## src/rtl/loop_pkg.sv

```systemverilog
// Shared types and defaults for the loop-limit initiator.
// Latency: n/a (declarations only).
// Backpressure: n/a.
package loop_pkg;

   typedef enum logic [1:0] {
      IDLE  = 2'd0,
      RUN   = 2'd1,
      DONE  = 2'd2,
      ABORT = 2'd3
   } loop_state_t;

   localparam int LOOP_W_DEF    = 16;
   localparam int STOP_HOLD_DEF = 4;

endpackage

```

## src/rtl/loop_sat_counter.sv

```systemverilog
// Saturating event counter; sticks at all-ones instead of wrapping.
// Latency: count reflects inc one cycle later.
// Backpressure: none; inc is a fire-and-forget pulse.
module loop_sat_counter #(
   parameter int W = 16
) (
   input  logic         clk,
   input  logic         reset,
   input  logic         inc,
   output logic [W-1:0] count
);

   // count events, holding at the maximum value once reached
   always_ff @(posedge clk or negedge reset) begin
      if (!reset) begin
         count <= '0;
      end else if (inc && (count != {W{1'b1}})) begin
         count <= count + W'(1);
      end
   end

endmodule

```

## src/rtl/loop_sequencer.sv

```systemverilog
// Loop-limit initiator: drives current_loop/stop, aborts on checker fail. Optional stats: LOOP_SEQ_STATS_EN.
// Latency: all outputs registered; start->stop low, step->count, fail->stop high each take 1 cycle.
// Backpressure: none; start is only honoured in IDLE, step/fail/start are ignored while stop is held.
module loop_sequencer
   import loop_pkg::*;
#(
   parameter int LOOP_W    = LOOP_W_DEF,
   parameter int STOP_HOLD = STOP_HOLD_DEF
) (
   input  logic              clk,
   input  logic              reset,
   input  logic              start,
   input  logic [LOOP_W-1:0] loop_target,
   input  logic              step,
   input  logic              fail,
   input  logic [LOOP_W-1:0] current_loop_actualize,
   output logic [LOOP_W-1:0] current_loop,
   output logic              stop,
   output logic              busy,
   output logic              done,
   output logic              aborted
`ifdef LOOP_SEQ_STATS_EN
   ,
   output logic [15:0]       run_count,
   output logic [15:0]       abort_count
`endif
);

   localparam int HOLD_W = (STOP_HOLD > 1) ? $clog2(STOP_HOLD) : 1;

   loop_state_t       state_q, state_d;
   logic [LOOP_W-1:0] loop_d;
   logic [LOOP_W-1:0] target_q, target_d;
   logic [HOLD_W-1:0] hold_q, hold_d;
   logic [LOOP_W-1:0] loop_inc;
   logic              done_d;
   logic              aborted_d;
   logic              accept;

   assign loop_inc = current_loop + LOOP_W'(1);

   // next-state, counter and pulse decode; fail wins over step in RUN
   always_comb begin
      state_d   = state_q;
      loop_d    = current_loop;
      target_d  = target_q;
      hold_d    = hold_q;
      done_d    = 1'b0;
      aborted_d = 1'b0;
      accept    = 1'b0;
      case (state_q)
         IDLE: begin
            if (start) begin
               accept   = 1'b1;
               loop_d   = '0;
               target_d = loop_target;
               if (loop_target == '0) begin
                  state_d = DONE;
                  done_d  = 1'b1;
               end else begin
                  state_d = RUN;
               end
            end
         end
         RUN: begin
            if (fail) begin
               loop_d    = current_loop_actualize;
               state_d   = ABORT;
               aborted_d = 1'b1;
            end else if (step) begin
               loop_d = loop_inc;
               if (loop_inc == target_q) begin
                  state_d = DONE;
                  done_d  = 1'b1;
               end
            end
         end
         DONE, ABORT: begin
            if (hold_q == HOLD_W'(STOP_HOLD - 1)) begin
               state_d = IDLE;
               hold_d  = '0;
            end else begin
               hold_d = hold_q + HOLD_W'(1);
            end
         end
         default: begin
            state_d = IDLE;
            hold_d  = '0;
         end
      endcase
   end

   // state and registered outputs; stop/busy are decoded from the next state so they move with it
   always_ff @(posedge clk or negedge reset) begin
      if (!reset) begin
         state_q      <= IDLE;
         current_loop <= '0;
         target_q     <= '0;
         hold_q       <= '0;
         stop         <= 1'b1;
         busy         <= 1'b0;
         done         <= 1'b0;
         aborted      <= 1'b0;
      end else begin
         state_q      <= state_d;
         current_loop <= loop_d;
         target_q     <= target_d;
         hold_q       <= hold_d;
         stop         <= (state_d != RUN);
         busy         <= (state_d == RUN);
         done         <= done_d;
         aborted      <= aborted_d;
      end
   end

`ifdef LOOP_SEQ_STATS_EN
   loop_sat_counter #(.W(16)) u_run_cnt (
      .clk   (clk),
      .reset (reset),
      .inc   (accept),
      .count (run_count)
   );

   loop_sat_counter #(.W(16)) u_abort_cnt (
      .clk   (clk),
      .reset (reset),
      .inc   (aborted_d),
      .count (abort_count)
   );
`endif

endmodule

```

## config.mk

```make
export PLATFORM = sky130hd
export DESIGN_NAME = loop_sequencer
export DESIGN_NICKNAME = d
export VERILOG_FILES = /design/src/rtl/loop_pkg.sv /design/src/rtl/loop_sat_counter.sv /design/src/rtl/loop_sequencer.sv
export SDC_FILE = /design/constraint.sdc
export NUM_CORES = 1
export LEC_CHECK = 0
export ABC_AREA = 1
export BUFFER_PORTS_ARGS = -buffer_cell sky130_fd_sc_hd__buf_2
export CAP_MARGIN = 25
export CORE_ASPECT_RATIO = 1.25
export CORE_MARGIN = 5
export CORE_UTILIZATION = 50
export DETAILED_ROUTE_END_ITERATION = 16
export GPL_TIMING_DRIVEN = 0
export PLACE_DENSITY_LB_ADDON = 0.08
export SLEW_MARGIN = 30
export SYNTH_ARGS = -nofsm -noshare
export SYNTH_HDL_FRONTEND = slang
export SYNTH_SLANG_ARGS = --single-unit
```

## constraint.sdc

```tcl
create_clock -name clk -period 2.6 [get_ports clk]
set_clock_uncertainty 0.05 [all_clocks]
set_input_delay 0.26 -clock clk [delete_from_list [all_inputs] [get_ports clk]]
set_output_delay 0.26 -clock clk [all_outputs]
set_load 0.03 [all_outputs]
```

### Word-level counts from Yosys, hierarchy flattened

Index checks and enable logic that the tools add are counted.

| storage, ports and cells | value |
|---|---|
| flip-flop bits (word level) | 40 |
| logic and storage cells | 45 |
| output and inout bits | 20 |
| bits of input ports | 37 |

| operators by class | value |
|---|---|
| multiplexer cells | 20 |
| equality and inequality tests | 9 |
| reduce and logical (&&, ||, !) cells | 6 |
| add/sub/neg operators | 2 |

Operators with widths:

| operator | number |
|---|---|
| 16-bit two-way mux | 3 |
| 16-bit case mux with 2 select lines | 1 |
| 16-bit by 1-bit adder with 16-bit output (second input constant) | 1 |
| 16-bit == test | 1 |
| 16-bit logical NOT | 1 |
| 2-bit two-way mux | 7 |
| 1-bit two-way mux | 7 |
| 2-bit == test (second input constant) | 3 |
| 2-bit case mux with 3 select lines | 1 |
| 2-bit by 1-bit == test with 1-bit output (second input constant) | 2 |
| 3-bit inequality test (second input constant) | 1 |
| 3-bit AND reduction | 1 |
| 2-bit by 1-bit adder with 2-bit output (second input constant) | 1 |
| 2-bit logical NOT | 1 |
| 2-bit by 1-bit inequality test with 1-bit output (second input constant) | 1 |
| 2-bit inequality test (second input constant) | 1 |
| 1-bit case mux with 2 select lines | 1 |
| 2-bit AND reduction | 1 |
| 2-bit nonzero test | 1 |
| 2-bit OR reduction | 1 |

### Depth between registers and ports, before layout

| depth | value |
|---|---|
| word-level depth | 7 |
| mapped depth | 16 |
| mapped depth without buffers | 16 |

### Least setup slack after synthesis

Ideal clock, no wire load.

| timing path | value |
|---|---|
| kind | reg2reg |
| start | register current_loop[0] |
| end | register busy |
| data required time | 2.432 ns |
| period minus slack after synthesis | 2.032 ns |
| stages on the path, launching flop included | 15 |
| data arrival time | 1.864 ns |
| buffers on the path | 0 |
| library setup time | 0.118 ns |
| path slack | 0.568 ns |
| cells stage by stage | dfrtp_1 ha_1 nand2_2 nor2_4 nand2_2 clkinv_1 nand2_1 nand2_1 nor2_1 nor2_2 nand3_1 nor2_2 nand2_1 a21oi_1 nor2_1 |

| between the ends | value |
|---|---|
| longest elaborated chain between the ends | 7 |

RTL lines:

| item | line | RTL |
|---|---|---|
| start, declared | loop_sequencer.sv:17 | `output logic [LOOP_W-1:0] current_loop,` |
| start signal, assigned | loop_sequencer.sv:106 | `current_loop <= loop_d;` |
| 16-bit by 1-bit adder with 16-bit output | loop_sequencer.sv:40 | `assign loop_inc = current_loop + LOOP_W'(1);` |
| 16-bit == test | loop_sequencer.sv:72 | `if (loop_inc == target_q) begin` |
| 2-bit two-way mux | loop_sequencer.sv:72 |  |
| 2-bit two-way mux | loop_sequencer.sv:70 | `end else if (step) begin` |
| 2-bit two-way mux | loop_sequencer.sv:66 | `if (fail) begin` |
| 2-bit case mux with 3 select lines | loop_sequencer.sv:51 | `case (state_q)` |
| 2-bit by 1-bit == test with 1-bit output | loop_sequencer.sv:110 | `busy <= (state_d == RUN);` |
| end signal, assigned | loop_sequencer.sv:110 |  |
| end, declared | loop_sequencer.sv:19 | `output logic busy,` |

No other way between the ends.
A chain may end at the register's enable or synchronous reset.

### Final worst setup path

| timing path | value |
|---|---|
| start | register state_q[1] |
| end | register current_loop[14] |

| between the ends | value |
|---|---|
| longest elaborated chain between the ends | 3 |
| elaborated cells between the ends (all ways) | 7 |
| classes of those cells | eq/ne: 3; mux: 1; reduce/logical: 3 |

RTL lines:

| item | line | RTL |
|---|---|---|
| start, declared | loop_sequencer.sv:31 | `loop_state_t state_q, state_d;` |
| start signal, assigned | loop_sequencer.sv:105 | `state_q <= state_d;` |
| 2-bit by 1-bit == test with 1-bit output / 2-bit logical NOT (equally long branches) | loop_sequencer.sv:51 |  |
| 3-bit inequality test (no line), or another cell as far along | -- |  |
| 3-bit AND reduction (no line) | -- |  |

Several ways; a longest one is shown, not always the timed one.

==> metrics.cfg <==
[critical_path]
required_ns = 2.69
crit_path_top_delay_cell = o21ai_1
end_kind = flop
crit_buf_inv = 1
crit_path_start_kind = flop
cp_max_fo = 10
path_delay_family = simple AND/OR/NAND/NOR gates
cp_cell_sequence = nor2_1, o21ai_1, nand2_1, buf_2, o32ai_1
max_stage_delay_ns = 0.43
timing_worst_setup_path_type = reg -> reg
cp.arrival_ns = 2.37

[grt]
grt_pass1_vias = 2318
grt-ovfl-total = 0
antenna_found_initial = 0
grt_first_pass_wirelength_um = 11370
grt_usage = 0.2292
grt_max_degree = 41

[power_and_ir_drop]
power_leakage_nw = 1.547
irDropWorstVdd_v = 0.0006241
p_per_area_nw_per_um2 = 1192

[route]
drc = 0
drt_iter0_drc = 216
via_per_inst = 5.263
first_pass_iters = 5
wire_per_inst_um = 14.80
finalWirelength_um = 7136
dr_total_vias = 2537
final_antenna_net_count = 0

[sta]
tightestPinTransition_ns = 0.8541
min_period_ns = 2.275
min_period_over_period = 0.8748
slew-limit-headroom = 0.4267
hold_viol_final = 0
drv_slew = 0
grt_setup_unrepaired = no
finalSetupViolCount = 0
max_freq_ghz = 0.4396
fin_setup_tns_ns = 0

[logic_synthesis]
syn-num-nets = 394
synth_ff_type = dfrtp_1
syn-instance-count = 355
synth_edf_count = 0
synthTopCellsByArea = dfrtp_1 (39%), nand2_1 (16%), nand3_1 (6.5%)
avgSynthCellArea_sq_um = 7.134
ys_types = 32
yosys.area.top_type_share = 0.3854
yosys_warnings = 0
async_flop_share = 1.000
yosysMostFrequentCell = nand2_1
synth.yosys.seq_area_share = 0.3958
netlist_top_cells_count = nand2_1 (106), inv_1 (42), dfrtp_1 (39), nor2_1 (37), nand3_1 (33)
yosys.area.top_type = dfrtp_1
ys_ff_latch = 40
syn_area_sq_um = 2532

[clock_network]
clk_pin_slew_ns = 0.08
clk_latency_ns = 0.30
cts_sinks = 40
htree_levels = 2
cts_buffer_depth = 2
cts_tree = yes
post_cts_resize_count = 0
cts-root-buf = clkbuf_8
tritoncts.num_buffers = 5

[floorplanning]
placementRows = 29
io_pins = 57
start_util = 0.5057
die_x_um = 73.66
die_area_sq_um = 6597
core_area_sq_um = 5007
die-height_um = 89.57

[placed_design]
gp_congestion = 0.8421
placed_area_sq_um = 2890
port-buffer-count = 56
dp.final_hpwl_um = 5569

[layout]
drive_gt1_frac = 0.2048
final_cell_area_sq_um = 3035
antenna_cells = 0
layout.nets = 458
area_delta_synth_final_pct = 19.86

[outcome]
status = finished clean

[run]
drv_cap = 0

[min_path]
holdCritPathClass = in -> reg

[cells by family (layout without fill, tap and decap cells)]
logic type	after synthesis	in the layout	synth area share
DFF	40	40	0.3958
buffers and inverters	53	118	0.07954
AOI/OAI and AO/OA	47	47	0.1171
and+or+nand+nor	209	209	0.3730
adders and majority gates	2	2	0.009880
xor gates and xnor gates	4	4	0.02470
[placed cells by master (no fill, tap or decap), types with 8 or more instances in the layout]
master      n
nand3_1    33
nand2_1   106
clkbuf_1    8
buf_2      57
o21ai_0    18
nand4_1     8
a21oi_1     8
nor2_1     37
inv_1      42
dfrtp_1    39
[tightest hold or removal path, delay by kind of cell]
family                 cells  cell delay, ns
and+or+nand+nor            2            0.09
buffers and inverters      1            0.09
[path summary, 6_finish.rpt]
kind / from / end / slack (ns) / depth (start not counted)
min in group asynchronous: reset / current_loop[12]$_DFFE_PN0P_ / 0.43 / 2
worst min-delay path: loop_target[1] / target_q[1]$_DFFE_PN0P_ / 0.13 / 3
worst max-delay path: state_q[1]$_DFF_PN0_ / current_loop[14]$_DFFE_PN0P_ / 0.33 / 5
worst min register to register: hold_q[1]$_DFFE_PN0P_ / hold_q[1]$_DFFE_PN0P_ / 0.44 / 2
max in group asynchronous: reset / stop$_DFF_PN1_ / 1.70 / 2
worst max register to register: state_q[1]$_DFF_PN0_ / current_loop[14]$_DFFE_PN0P_ / 0.33 / 5
[registers in the layout (all words and copies together), names as in the netlist]
| signal | flops |
|---|---|
| current_loop | 16 |
| busy | 1 |
| hold_q | 2 |
| state_q | 2 |
| aborted | 1 |
| stop | 1 |
| done | 1 |
| target_q | 16 |
[per-layer routing]
layer	up-vias	GRT usage	wire length, um
li1	1292	-	-
met1	1143	0.3024	3103
met2	91	0.3855	3457
met3	11	0.03786	459
met4	0	0.06919	116
met5	-	0	0
[repair_timing]
item,in CTS,in global routing
endpoints found under the hold margin,0,39
buffers inserted,0,0
setup endpoints to repair,0,0
hold buffers,0,1
[metrics by stage]
step	setup slack, ns	total power [mW]	cells	hold WS (ns)	utilization
floorplan	0.5677	2.485	355	-0.08559	-
global placement	0.3807	2.984	473	0.3901	0.5772
detailed placement	0.3628	3.020	473	0.3904	0.5772
CTS	0.3252	3.636	481	0.06788	0.6037
global route	0.06007	3.923	482	0.1347	0.6062
finish	0.3254	3.618	482	0.1292	0.6062
[cell type report]
cell class	count	area (sq um)
plain buffers	9	36.28
repair buffers	57	292.8
clock inverters	2	60.06
well taps	62	77.57
inverters	44	165.2
multi-input cells	262	1329
flip-flops and latches	40	1002
clock buffers	6	72.57
fillers	481	1972
[report_power, final]
group          leakage [nW]  internal [mW]  switching (mW)  total, mW
Clock                0.0654          0.384           0.222      0.606
Combinational         0.984          0.623            1.18       1.80
Sequential            0.498          0.913           0.297       1.21
Total                  1.55           1.92            1.70       3.62
(Power assumes the default switching activity.)
